==> config.mk <==
export PLATFORM = sky130hd
export DESIGN_NAME = maze_dfs_solver_flat
export DESIGN_NICKNAME = d
export VERILOG_FILES = /design/src/rtl/maze_dfs_solver_pkg.sv /design/src/rtl/maze_dfs_solver_if.sv /design/src/rtl/maze_dfs_solver_stack.sv /design/src/rtl/maze_dfs_solver.sv /design/src/flat_wrapper.sv
export SDC_FILE = /design/constraint.sdc
export NUM_CORES = 1
export LEC_CHECK = 0
export CELL_PAD_IN_SITES_DETAIL_PLACEMENT = 1
export CELL_PAD_IN_SITES_GLOBAL_PLACEMENT = 1
export CORE_ASPECT_RATIO = 1.1
export CORE_MARGIN = 3
export CORE_UTILIZATION = 40
export DETAILED_ROUTE_END_ITERATION = 12
export PLACE_DENSITY = 0.66
export SYNTH_ARGS = -nofsm -noshare
export SYNTH_HDL_FRONTEND = slang
export SYNTH_SLANG_ARGS = --single-unit
==> constraint.sdc <==
create_clock -name clk -period 9.5 [get_ports clk]
set_input_delay 1.9 -clock clk [delete_from_list [all_inputs] [get_ports clk]]
set_output_delay 1.9 -clock clk [all_outputs]
set_load 0.02 [all_outputs]
==> src/rtl/maze_dfs_solver_pkg.sv <==
// Shared definitions for the maze DFS solver: direction codes, FSM state
// encoding and the direction-reversal helper.
// No ports; imported by the interface, the top and the path stack.
package maze_dfs_solver_pkg;

    typedef logic [1:0] dir_t;

    localparam dir_t DIR_DOWN  = 2'd0;   // row + 1
    localparam dir_t DIR_RIGHT = 2'd1;   // col + 1
    localparam dir_t DIR_UP    = 2'd2;   // row - 1
    localparam dir_t DIR_LEFT  = 2'd3;   // col - 1

    localparam logic [2:0] ST_IDLE      = 3'd0;
    localparam logic [2:0] ST_CHK_START = 3'd1;
    localparam logic [2:0] ST_TRY       = 3'd2;
    localparam logic [2:0] ST_EVAL      = 3'd3;
    localparam logic [2:0] ST_POP       = 3'd4;
    localparam logic [2:0] ST_DONE      = 3'd5;
    localparam logic [2:0] ST_FAIL      = 3'd6;
    localparam logic [2:0] ST_REPLAY    = 3'd7;

    // Opposite direction: flipping bit 1 swaps DOWN<->UP and RIGHT<->LEFT.
    function automatic dir_t dir_reverse(input dir_t d);
        return d ^ 2'b10;
    endfunction

endpackage

==> src/rtl/maze_dfs_solver_if.sv <==
// Handshake/bus bundle of the maze DFS solver.
//   start, run, goal_row, goal_col  : control from the host
//   map_addr, map_we, map_rd_data   : external 1-bit-per-cell map port
//   busy, done, fail, overflow, path_len : status
//   move, move_valid, replay_done   : path replay stream
// master = host/map side, slave = solver side.
interface maze_dfs_solver_if #(
    parameter int ROW_W       = 4,
    parameter int COL_W       = 4,
    parameter int STACK_DEPTH = 256
);
    import maze_dfs_solver_pkg::*;

    localparam int PL_W = $clog2(STACK_DEPTH) + 1;

    logic                   start;
    logic                   run;
    logic [ROW_W-1:0]       goal_row;
    logic [COL_W-1:0]       goal_col;
    logic [ROW_W+COL_W-1:0] map_addr;
    logic                   map_rd_data;
    logic                   map_we;
    logic                   busy;
    logic                   done;
    logic                   fail;
    logic                   overflow;
    logic [PL_W-1:0]        path_len;
    dir_t                   move;
    logic                   move_valid;
    logic                   replay_done;

    modport master (
        output start, run, goal_row, goal_col, map_rd_data,
        input  map_addr, map_we, busy, done, fail, overflow, path_len,
               move, move_valid, replay_done
    );

    modport slave (
        input  start, run, goal_row, goal_col, map_rd_data,
        output map_addr, map_we, busy, done, fail, overflow, path_len,
               move, move_valid, replay_done
    );

endinterface

==> src/rtl/maze_dfs_solver_stack.sv <==
// maze_path_stack: LIFO of 2-bit direction entries holding the current path.
// Ports:
//   clk, rst        clock, synchronous active-high reset (empties the stack)
//   clr_i           empty the stack
//   push_i, data_i  push one entry (never together with pop_i)
//   pop_i           drop the top entry
//   top_o           most recently pushed entry
//   full_o, empty_o occupancy flags
//   count_o         number of entries
//   rd_idx_i/rd_data_o  indexed read from the bottom (index 0) for replay
module maze_path_stack
    import maze_dfs_solver_pkg::*;
#(
    parameter int  DEPTH = 256,
    localparam int AW    = $clog2(DEPTH),
    localparam int CW    = AW + 1
) (
    input  logic          clk,
    input  logic          rst,
    input  logic          clr_i,
    input  logic          push_i,
    input  logic          pop_i,
    input  dir_t          data_i,
    output dir_t          top_o,
    output logic          full_o,
    output logic          empty_o,
    output logic [CW-1:0] count_o,
    input  logic [AW-1:0] rd_idx_i,
    output dir_t          rd_data_o
);

    dir_t          mem_q [DEPTH];
    logic [CW-1:0] cnt_q;

    always_ff @(posedge clk) begin
        if (rst || clr_i) begin
            cnt_q <= '0;
        end else if (push_i) begin
            cnt_q <= cnt_q + CW'(1);
        end else if (pop_i) begin
            cnt_q <= cnt_q - CW'(1);
        end
    end

    // Storage needs no reset: entries above the count are never observed.
    always_ff @(posedge clk) begin
        if (push_i) begin
            mem_q[cnt_q[AW-1:0]] <= data_i;
        end
    end

    assign top_o     = mem_q[cnt_q[AW-1:0] - AW'(1)];
    assign rd_data_o = mem_q[rd_idx_i];
    assign count_o   = cnt_q;
    assign full_o    = (cnt_q == CW'(DEPTH));
    assign empty_o   = (cnt_q == '0);

endmodule

==> src/rtl/maze_dfs_solver.sv <==
// maze_dfs_solver: depth-first rat-in-maze solver from (0,0) to a runtime
// goal over an external 1-bit map (1 = wall/visited). The path lives in a
// LIFO and can be replayed one move per cycle after success.
// Ports:
//   clk   rising-edge clock
//   rst   synchronous active-high reset
//   bus   maze_dfs_solver_if.slave (control, map port, status, replay)
//
// state     | meaning
// ----------+-----------------------------------------------------------
// IDLE      | waiting for start after reset
// CHK_START | map read of (0,0) returning; mark it visited
// TRY       | present next in-bounds neighbour on the map, or give up
// EVAL      | neighbour read returning; advance into it or try next dir
// POP       | dead end: step back along the top entry
// DONE      | goal reached; run starts a replay, start a new search
// FAIL      | no path or stack overflow; start begins a new search
// REPLAY    | emitting path entries bottom to top, then replay_done
module maze_dfs_solver
    import maze_dfs_solver_pkg::*;
#(
    parameter int ROW_W       = 4,
    parameter int COL_W       = 4,
    parameter int STACK_DEPTH = 256
) (
    input logic              clk,
    input logic              rst,
    maze_dfs_solver_if.slave bus
);

    localparam int AW   = ROW_W + COL_W;
    localparam int SAW  = $clog2(STACK_DEPTH);
    localparam int PL_W = SAW + 1;
    localparam logic [ROW_W-1:0] ROW_MAX = '1;
    localparam logic [COL_W-1:0] COL_MAX = '1;

    logic [2:0]       state_q,    state_d;
    logic [ROW_W-1:0] cur_row_q,  cur_row_d;
    logic [COL_W-1:0] cur_col_q,  cur_col_d;
    logic [ROW_W-1:0] goal_row_q, goal_row_d;
    logic [COL_W-1:0] goal_col_q, goal_col_d;
    logic [2:0]       dir_q,      dir_d;
    logic [AW-1:0]    addr_q,     addr_d;
    logic [PL_W-1:0]  rp_idx_q,   rp_idx_d;
    logic             done_q,     done_d;
    logic             fail_q,     fail_d;
    logic             ovf_q,      ovf_d;

    logic             stk_clr, stk_push, stk_pop, stk_full, stk_empty;
    dir_t             stk_top, stk_rd_data;
    logic [PL_W-1:0]  stk_count;

    logic             map_we, move_valid, replay_done;
    logic             nbr_ok;
    logic [ROW_W-1:0] nbr_row, back_row;
    logic [COL_W-1:0] nbr_col, back_col;

    maze_path_stack #(.DEPTH(STACK_DEPTH)) u_stack (
        .clk       (clk),
        .rst       (rst),
        .clr_i     (stk_clr),
        .push_i    (stk_push),
        .pop_i     (stk_pop),
        .data_i    (dir_q[1:0]),
        .top_o     (stk_top),
        .full_o    (stk_full),
        .empty_o   (stk_empty),
        .count_o   (stk_count),
        .rd_idx_i  (rp_idx_q[SAW-1:0]),
        .rd_data_o (stk_rd_data)
    );

    // Neighbour in the direction being tried; bounds are judged on the
    // current cell so the unsigned step never wraps into a legal cell.
    always_comb begin
        nbr_row = cur_row_q;
        nbr_col = cur_col_q;
        nbr_ok  = 1'b0;
        case (dir_q[1:0])
            DIR_DOWN: begin
                nbr_ok  = (cur_row_q != ROW_MAX);
                nbr_row = cur_row_q + ROW_W'(1);
            end
            DIR_RIGHT: begin
                nbr_ok  = (cur_col_q != COL_MAX);
                nbr_col = cur_col_q + COL_W'(1);
            end
            DIR_UP: begin
                nbr_ok  = (cur_row_q != '0);
                nbr_row = cur_row_q - ROW_W'(1);
            end
            default: begin
                nbr_ok  = (cur_col_q != '0);
                nbr_col = cur_col_q - COL_W'(1);
            end
        endcase
    end

    // Backtrack target: undo the move recorded on top of the stack.
    always_comb begin
        back_row = cur_row_q;
        back_col = cur_col_q;
        case (dir_reverse(stk_top))
            DIR_DOWN:  back_row = cur_row_q + ROW_W'(1);
            DIR_RIGHT: back_col = cur_col_q + COL_W'(1);
            DIR_UP:    back_row = cur_row_q - ROW_W'(1);
            default:   back_col = cur_col_q - COL_W'(1);
        endcase
    end

    always_comb begin
        state_d     = state_q;
        cur_row_d   = cur_row_q;
        cur_col_d   = cur_col_q;
        goal_row_d  = goal_row_q;
        goal_col_d  = goal_col_q;
        dir_d       = dir_q;
        addr_d      = addr_q;
        rp_idx_d    = rp_idx_q;
        done_d      = done_q;
        fail_d      = fail_q;
        ovf_d       = ovf_q;
        stk_clr     = 1'b0;
        stk_push    = 1'b0;
        stk_pop     = 1'b0;
        map_we      = 1'b0;
        move_valid  = 1'b0;
        replay_done = 1'b0;

        case (state_q)
            ST_IDLE, ST_DONE, ST_FAIL: begin
                if (bus.start) begin
                    goal_row_d = bus.goal_row;
                    goal_col_d = bus.goal_col;
                    cur_row_d  = '0;
                    cur_col_d  = '0;
                    dir_d      = '0;
                    addr_d     = '0;
                    stk_clr    = 1'b1;
                    done_d     = 1'b0;
                    fail_d     = 1'b0;
                    ovf_d      = 1'b0;
                    state_d    = ST_CHK_START;
                end else if (state_q == ST_DONE && bus.run) begin
                    rp_idx_d = '0;
                    state_d  = ST_REPLAY;
                end
            end

            ST_CHK_START: begin
                if (bus.map_rd_data) begin
                    fail_d  = 1'b1;
                    state_d = ST_FAIL;
                end else begin
                    map_we = 1'b1;
                    if (cur_row_q == goal_row_q && cur_col_q == goal_col_q) begin
                        done_d  = 1'b1;
                        state_d = ST_DONE;
                    end else begin
                        state_d = ST_TRY;
                    end
                end
            end

            ST_TRY: begin
                if (dir_q[2]) begin
                    state_d = ST_POP;
                end else if (nbr_ok) begin
                    addr_d  = {nbr_row, nbr_col};
                    state_d = ST_EVAL;
                end else begin
                    dir_d = dir_q + 3'd1;
                end
            end

            ST_EVAL: begin
                if (bus.map_rd_data) begin
                    dir_d   = dir_q + 3'd1;
                    state_d = ST_TRY;
                end else if (stk_full) begin
                    ovf_d   = 1'b1;
                    fail_d  = 1'b1;
                    state_d = ST_FAIL;
                end else begin
                    // addr_q still holds the neighbour, so the mark lands there.
                    map_we    = 1'b1;
                    stk_push  = 1'b1;
                    cur_row_d = nbr_row;
                    cur_col_d = nbr_col;
                    dir_d     = '0;
                    if (nbr_row == goal_row_q && nbr_col == goal_col_q) begin
                        done_d  = 1'b1;
                        state_d = ST_DONE;
                    end else begin
                        state_d = ST_TRY;
                    end
                end
            end

            ST_POP: begin
                if (stk_empty) begin
                    fail_d  = 1'b1;
                    state_d = ST_FAIL;
                end else begin
                    stk_pop   = 1'b1;
                    cur_row_d = back_row;
                    cur_col_d = back_col;
                    dir_d     = {1'b0, stk_top} + 3'd1;
                    state_d   = ST_TRY;
                end
            end

            default: begin // ST_REPLAY
                if (rp_idx_q < stk_count) begin
                    move_valid = 1'b1;
                    rp_idx_d   = rp_idx_q + PL_W'(1);
                end else begin
                    replay_done = 1'b1;
                    state_d     = ST_DONE;
                end
            end
        endcase
    end

    always_ff @(posedge clk) begin
        if (rst) begin
            state_q    <= ST_IDLE;
            cur_row_q  <= '0;
            cur_col_q  <= '0;
            goal_row_q <= '0;
            goal_col_q <= '0;
            dir_q      <= '0;
            addr_q     <= '0;
            rp_idx_q   <= '0;
            done_q     <= 1'b0;
            fail_q     <= 1'b0;
            ovf_q      <= 1'b0;
        end else begin
            state_q    <= state_d;
            cur_row_q  <= cur_row_d;
            cur_col_q  <= cur_col_d;
            goal_row_q <= goal_row_d;
            goal_col_q <= goal_col_d;
            dir_q      <= dir_d;
            addr_q     <= addr_d;
            rp_idx_q   <= rp_idx_d;
            done_q     <= done_d;
            fail_q     <= fail_d;
            ovf_q      <= ovf_d;
        end
    end

    // The map address leaves ahead of its register so the external map,
    // which answers one cycle later, returns the cell in the following state.
    assign bus.map_addr    = rst ? '0 : addr_d;
    assign bus.map_we      = map_we;
    assign bus.busy        = !(state_q == ST_IDLE || state_q == ST_DONE || state_q == ST_FAIL);
    assign bus.done        = done_q;
    assign bus.fail        = fail_q;
    assign bus.overflow    = ovf_q;
    assign bus.path_len    = stk_count;
    assign bus.move        = move_valid ? stk_rd_data : DIR_DOWN;
    assign bus.move_valid  = move_valid;
    assign bus.replay_done = replay_done;

endmodule

==> src/flat_wrapper.sv <==
// flat-port wrapper written by rule: the top's interface ports become plain ports
module maze_dfs_solver_flat import maze_dfs_solver_pkg::*;
#(
    parameter int ROW_W       = 4,
    parameter int COL_W       = 4,
    parameter int STACK_DEPTH = 256
)
  (clk, rst, bus_start, bus_run, bus_goal_row, bus_goal_col, bus_map_rd_data, bus_map_addr, bus_map_we, bus_busy, bus_done, bus_fail, bus_overflow, bus_path_len, bus_move, bus_move_valid, bus_replay_done);
  maze_dfs_solver_if #(.ROW_W(ROW_W), .COL_W(COL_W), .STACK_DEPTH(STACK_DEPTH)) bus_i ();
  input logic clk;
  input logic rst;
  input wire logic [$bits(bus_i.start)-1:0] bus_start;
  input wire logic [$bits(bus_i.run)-1:0] bus_run;
  input wire logic [$bits(bus_i.goal_row)-1:0] bus_goal_row;
  input wire logic [$bits(bus_i.goal_col)-1:0] bus_goal_col;
  input wire logic [$bits(bus_i.map_rd_data)-1:0] bus_map_rd_data;
  output wire logic [$bits(bus_i.map_addr)-1:0] bus_map_addr;
  output wire logic [$bits(bus_i.map_we)-1:0] bus_map_we;
  output wire logic [$bits(bus_i.busy)-1:0] bus_busy;
  output wire logic [$bits(bus_i.done)-1:0] bus_done;
  output wire logic [$bits(bus_i.fail)-1:0] bus_fail;
  output wire logic [$bits(bus_i.overflow)-1:0] bus_overflow;
  output wire logic [$bits(bus_i.path_len)-1:0] bus_path_len;
  output wire logic [$bits(bus_i.move)-1:0] bus_move;
  output wire logic [$bits(bus_i.move_valid)-1:0] bus_move_valid;
  output wire logic [$bits(bus_i.replay_done)-1:0] bus_replay_done;
  assign bus_i.start = bus_start;
  assign bus_i.run = bus_run;
  assign bus_i.goal_row = bus_goal_row;
  assign bus_i.goal_col = bus_goal_col;
  assign bus_i.map_rd_data = bus_map_rd_data;
  assign bus_map_addr = bus_i.map_addr;
  assign bus_map_we = bus_i.map_we;
  assign bus_busy = bus_i.busy;
  assign bus_done = bus_i.done;
  assign bus_fail = bus_i.fail;
  assign bus_overflow = bus_i.overflow;
  assign bus_path_len = bus_i.path_len;
  assign bus_move = bus_i.move;
  assign bus_move_valid = bus_i.move_valid;
  assign bus_replay_done = bus_i.replay_done;
  maze_dfs_solver #(.ROW_W(ROW_W), .COL_W(COL_W), .STACK_DEPTH(STACK_DEPTH)) u_core (.clk(clk), .rst(rst), .bus(bus_i));
endmodule
Word-level counts from Yosys, hierarchy flattened
Memories as Yosys holds them, arrays and structs flattened. A register that Yosys moved wholly into a read port is not among the register bits.
Index checks and enable logic that the tools add are counted.
- bits in registers: 51
- latch bits: 0
- RAM bits: 512
- memory bits (read-only): 0
- input port bits: 13
- output and inout port bits: 26
- logic and storage cells: 174
- memories: 1
- memories (name ; words ; bits a word ; rd ports ; clocked after memory_dff ; write ports ; line ; source):
    u_core.u_stack.mem_q ; 256 ; 2 ; 2 ; 1 ; 1 ; maze_dfs_solver_stack.sv:32 ; dir_t mem_q [DEPTH];
- add/sub/neg operators: 10
- multipliers: 0
- div/mod/pow operators: 0
- $lt $le $gt $ge: 1
- equality and inequality tests: 37
- shift operators: 0
- muxes and demuxes: 75
- bitwise operators: 2
- reductions and logical operators: 35
- operators with widths (cell ; number):
    $mux W3 ; 17
    $mux W8 ; 6
    $mux W9 ; 5
    $pmux W4 S2 ; 4
    $mux W4 ; 7
    $mux W1 ; 24
    $pmux W4 S3 ; 2
    $reduce_and A6 Y1 ; 4
    $ne A2 B2 Y1 const B ; 10
    $add A9 B1 Y9 const B ; 2
    $pmux W9 S2 ; 1
    $eq A4 B4 Y1 ; 4
    $pmux W8 S2 ; 1
    $reduce_bool A4 Y1 ; 4
    $pmux W3 S5 ; 1
    $pmux W3 S4 ; 1
    $reduce_and A4 Y1 ; 3
    $ne A2 B1 Y1 const B ; 5
    $eq A3 B3 Y1 const B ; 3
    $eq A9 B9 Y1 const B ; 1
    $logic_not A9 Y1 ; 1
    $lt A9 B9 Y1 ; 1
    $sub A9 B1 Y9 const B ; 1
    $add A4 B1 Y4 const B ; 2
    32 further kinds ; 50

Logic depth before layout (Yosys ltp)
- word-level depth: 9
- depth in mapped cells: 22
- mapped depth without buffers: 16

Hierarchy
From an unflattened synthesis, not the netlist that was laid out.
- cells, all modules: 1909
- area, all modules: 29027.8 um^2
- by module, submodules not included (module ; instances ; cells each ; area an instance (um^2)):
    maze_path_stack ; 1 ; 1497 ; 25863.6
    maze_dfs_solver ; 1 ; 412 ; 3164.3

Worst setup path after synthesis
No wires, ideal clock.
- path type: reg-to-output
- start point: register u_core.dir_q[0]
- end point: output bus_map_addr[0]
- arrival: 5.527 ns
- data required time: 7.600 ns
- slack: 2.073 ns
- cell stages (with the launch flop): 12
- path through: dfxtp_1 -> inv_1 -> ha_1 -> clkbuf_1 -> a21oi_1 -> a31o_2 -> a21o_1 -> nor2b_1 -> nor2b_1 -> clkbuf_1 -> a22oi_1 -> nor2_1
- word-level cells in the longest chain between the ends: 7
- RTL lines (what ; line ; source):
    start: declaration ; maze_dfs_solver.sv:42 ; logic [2:0] dir_q, dir_d;
    start signal: assignment ; maze_dfs_solver.sv:244 ; dir_q <= dir_d;
    $eq A2 B2 Y1 / $logic_not A2 Y1 (equally long branches) ; maze_dfs_solver.sv:79 ; case (dir_q[1:0])
    $reduce_or A2 Y1 (no source line) ; n/a ;
    $pmux W4 S2 ; maze_dfs_solver.sv:79 ;
    $mux W8 (*) ; maze_dfs_solver.sv:168 ; end else if (nbr_ok) begin
    $mux W8 (*) ; maze_dfs_solver.sv:166 ; if (dir_q[2]) begin
    $pmux W8 S2 (*) ; maze_dfs_solver.sv:130 ; case (state_q)
    $mux W8 (*) ; maze_dfs_solver.sv:255 ; assign bus.map_addr = rst ? '0 : addr_d;
    end: declaration ; flat_wrapper.sv:17 ; output wire logic [$bits(bus_i.map_addr)-1:0] bus_map_addr;
Every way passes the cells marked *; elsewhere a longest branch is shown, timed or not.

==> key figures <==
Global routing
  – Vias in the first global route: approximately 19000
  – Initial antenna violation count: 1
  – Total GRT Usage: 23.3%
  – First-pass GRT wire length: 131 mm
  – Largest net degree at the start of global routing: 257
  – Grt total ovfl: 0

Power and ir drop
  – Sw Ratio: between 20 and 30%
  – Sequential power share: 43.8%
  – Tot Pwr: 6.81 mW
  – Leakage power: 10.1 nW
  – P_sw: 2.03 mW
  – Comb pwr share: 20.3%
  – Int Power: 4.78 mW
  – Cell Pwr Density: 210 nW/um2
  – Clock share of power: 35.9%
  – Maximum vdd drop: 0.150 mV

Clocking
  – CTS Root Cell: clkbuf_16
  – Clk buf depth: 3
  – Post-CTS Repair Setup Buffers: 0
  – # hold bufs at CTS: 0
  – CTS tree: built
  – Total CTS buffers: 66
  – Clk pin slew, worst setup/hold paths: 60 ps
  – Worst skew pair latency: 610 ps
  – Clock sink count: 571
  – PostCTS Resize Cnt: 0
  – Depth of the CTS H-tree: 3

STA
  – Setup Skew: 21.0 ps
  – Worst-Margin Slew: 1280 ps
  – Rel. slew slack: 14.8%
  – Setup total negative slack: 0 ps
  – Fin crit period: 6880 ps
  – Setup-failing EPs final: 0
  – Final hold vios: 0
  – RSZ-0062 raised after global routing: false
  – Final worst-path cycle share: 72.4%
  – Max Clock Freq: 145 MHz
  – Slew Viols, Final: 0

Floorplanning
  – Die height: 288 um
  – Die Wd: 263 um
  – CORE AREA: 71100 um2
  – FP Rows: ~100
  – Initial Utilization: 40.8%
  – IO Count: 39
  – DIE AREA: 75700 um2

Final layout
  – Fraction of final layout cells sized beyond drive strength 1: 23.5%
  – # fillers: 6963
  – Most frequent cells in the layout: edfxtp_1 (512), nor2_1 (339), mux4_2 (300)
  – Fin nets: 1958
  – Sequential cell area: roughly 17000 um2
  – Area of the multi-input gates: roughly 12000 um2
  – Area Overhead vs Synth: 11.7%
  – Commonest non-fill, non-tap cell in the layout: edfxtp_1

Worst setup path
  – Crit Reg-Reg Endpoint: u_core.cur_col_q[2]$_SDFFE_PP0P_
  – R2R Path Start: u_core.u_stack.count_o[0]$_SDFFE_PP0P_
  – R2R Setup Slk: about 3700 ps
  – Arrival time worst endpoint: 4980 ps
  – WP data required: between 7000 and 8000 ps
  – Crit path top cell by count: mux4_2
  – Crit path max-delay cell type: buf_4
  – Critical Path Max Stage Delay: around 700 ps
  – Cells along the critical path: buf_4, mux4_2, mux4_2, mux4_2, mux4_2, and2_1, clkdlybuf4s50_1
  – Reg2Reg Depth: 16
  – Crit Path Max Fanout: between 40 and 50
  – Critical Path Sink Type: output port
  – CP Class: flip-flop to output port
  – Setup crit start kind: flip-flop

Yosys
  – Syn_area_per_cell: 15.1 um2
  – Warnings from Yosys: 0
  – Post-synth EDFFs: 512
  – Post-synth cell types: 69
  – Yosys reg bits: 571
  – Synth Instances: 1922
  – Mapped cell area: 29000 um2
  – Syn nets: 1968
  – Share of flip-flops with an asynchronous set or reset: 0%
  – Register area share after synthesis: 57.1%
  – Main flop type after synthesis: edfxtp_1

Hold path
  – Hold Path Stages: 2
  – Hold path startpoint: u_core.bus.done$_SDFFE_PP0P_
  – WHS Endpoint: u_core.bus.done$_SDFFE_PP0P_
  – HP Class: flip-flop to flip-flop

Routing
  – DRT iter0 DRCs: 2190
  – Post-route ant nets: 0
  – Vias per inst: between 6 and 7
  – Via count: around 18000
  – Routed WL per cell: 30.4 um
  – Final WL: 88.0 mm
  – Drt drc: 0
  – DRT Pass-1 Iters: 6

Run
  – MaxCap Viol Count: 0

Placement
  – Port bufs: 38
  – RD Place Congestion: 0.828
  – Hpwl dp: ~54 mm

Status
  – Status: finished clean
==> layout make-up <==
class                           count  area share (%)
Sequential cell                   571            51.2
Multi-Input combinational cell   1172            36.4
Clock buffer                       78            5.24
Tap cell                          936            3.62
Timing Repair Buffer               70            2.07
Clock inverter                     40            1.09
Inverter                           31           0.360
Antenna cell                        1         0.00773
==> cell usage after synthesis, drive strengths merged, types with 6 or more instances <==
master | count | area [um2]
and2 | 6 | 37.5
o21ai | 24 | 124
nor2 | 339 | 1270
a21oi | 34 | 170
nand3 | 41 | 205
dfxtp | 59 | 1180
nand2 | 129 | 484
buf | 58 | 294
inv | 31 | 116
ha | 32 | 400
nor2b | 7 | 43.8
nand2b | 12 | 75.1
a32oi | 15 | 131
and3 | 6 | 37.5
a21o | 10 | 75.1
xor2 | 18 | 165
a211oi | 6 | 45.0
a32o | 8 | 80.1
a22oi | 10 | 75.1
nor3 | 8 | 40.0
o31ai | 6 | 45.0
mux2i | 43 | 430
edfxtp | 512 | 15400
xnor2 | 24 | 210
clkbuf | 90 | 338
mux4 | 300 | 6760
nand4 | 18 | 113
==> power by group through the flow <==
stage                     clock network, mW  logic [mW]  registers, mW
after floorplan                           0       0.888           3.06
after global placement                    0        1.35           3.03
after detailed placement                  0        1.38           3.04
after CTS                              2.49        1.39           2.98
after global routing                   2.60        1.48           2.99
final                                  2.44        1.38           2.98
==> flip-flops by register name (all words and copies together), names as in the netlist, named ones only <==
register                flops
u_core.addr_q               8
u_core.bus.done             1
u_core.bus.fail             1
u_core.bus.overflow         1
u_core.cur_col_q            4
u_core.cur_row_q            4
u_core.dir_q                3
u_core.goal_col_q           4
u_core.goal_row_q           4
u_core.rp_idx_q             9
u_core.state_q              3
u_core.u_stack.count_o      9
u_core.u_stack.mem_q      512
==> worst max-delay path: cells and delay by family (launching register included) <==
kind                   cells  cell delay (ps)
muxes                      4             2210
DFF                        1              650
and+or+nand+nor            1              200
buffers and inverters      2             1230
==> worst max path at each step <==
| stage | cells after the start | to |
|---|---|---|
| after floorplan | 11 | bus_map_addr[0] |
| after global placement | 7 | bus_move[0] |
| after detailed placement | 15 | u_core.u_stack.count_o[8]$_SDFFE_PP0P_ |
| after CTS | 7 | bus_move[0] |
| after global routing | 7 | bus_move[0] |
| final | 7 | bus_move[0] |
==> cells by family (layout without fill, tap and decap cells) <==
family | Yosys count | in the layout | synth area share (%)
buffers and inverters | 179 | 219 | 2.58
multiplexers | 348 | 348 | 25.0
AND/OR/NAND/NOR | 584 | 584 | 8.41
adder cells (fa/ha/maj) | 33 | 33 | 1.45
flip-flops | 571 | 571 | 57.1
AO/OA/AOI/OAI | 165 | 165 | 4.15
other | 0 | 1 | 0
XOR/XNOR | 42 | 42 | 1.30
==> metal layers <==
layer  vias up  global-route usage [%]  share of wire, %
met4         0                    7.22               2.8
met5         -                       0                 0
met3       125                    3.78               7.3
met1      9782                    30.8                40
li1       7595                       -                 -
met2       834                    39.7                50
==> through the flow <==
step | std cells | util (%) | setup slack [ps] | hold slack [ps] | area (um2)
after floorplan | 1922 | - | 2070 | 446 | 29000
after global placement | 2780 | 42.6 | 3270 | 467 | 30300
after detailed placement | 2780 | 42.6 | 3230 | 470 | 30300
after CTS | 2898 | 45.5 | 2570 | 488 | 32400
after global routing | 2898 | 45.5 | 2450 | 507 | 32400
final | 2899 | 45.5 | 2620 | 482 | 32400
(Power assumes the default switching activity.)
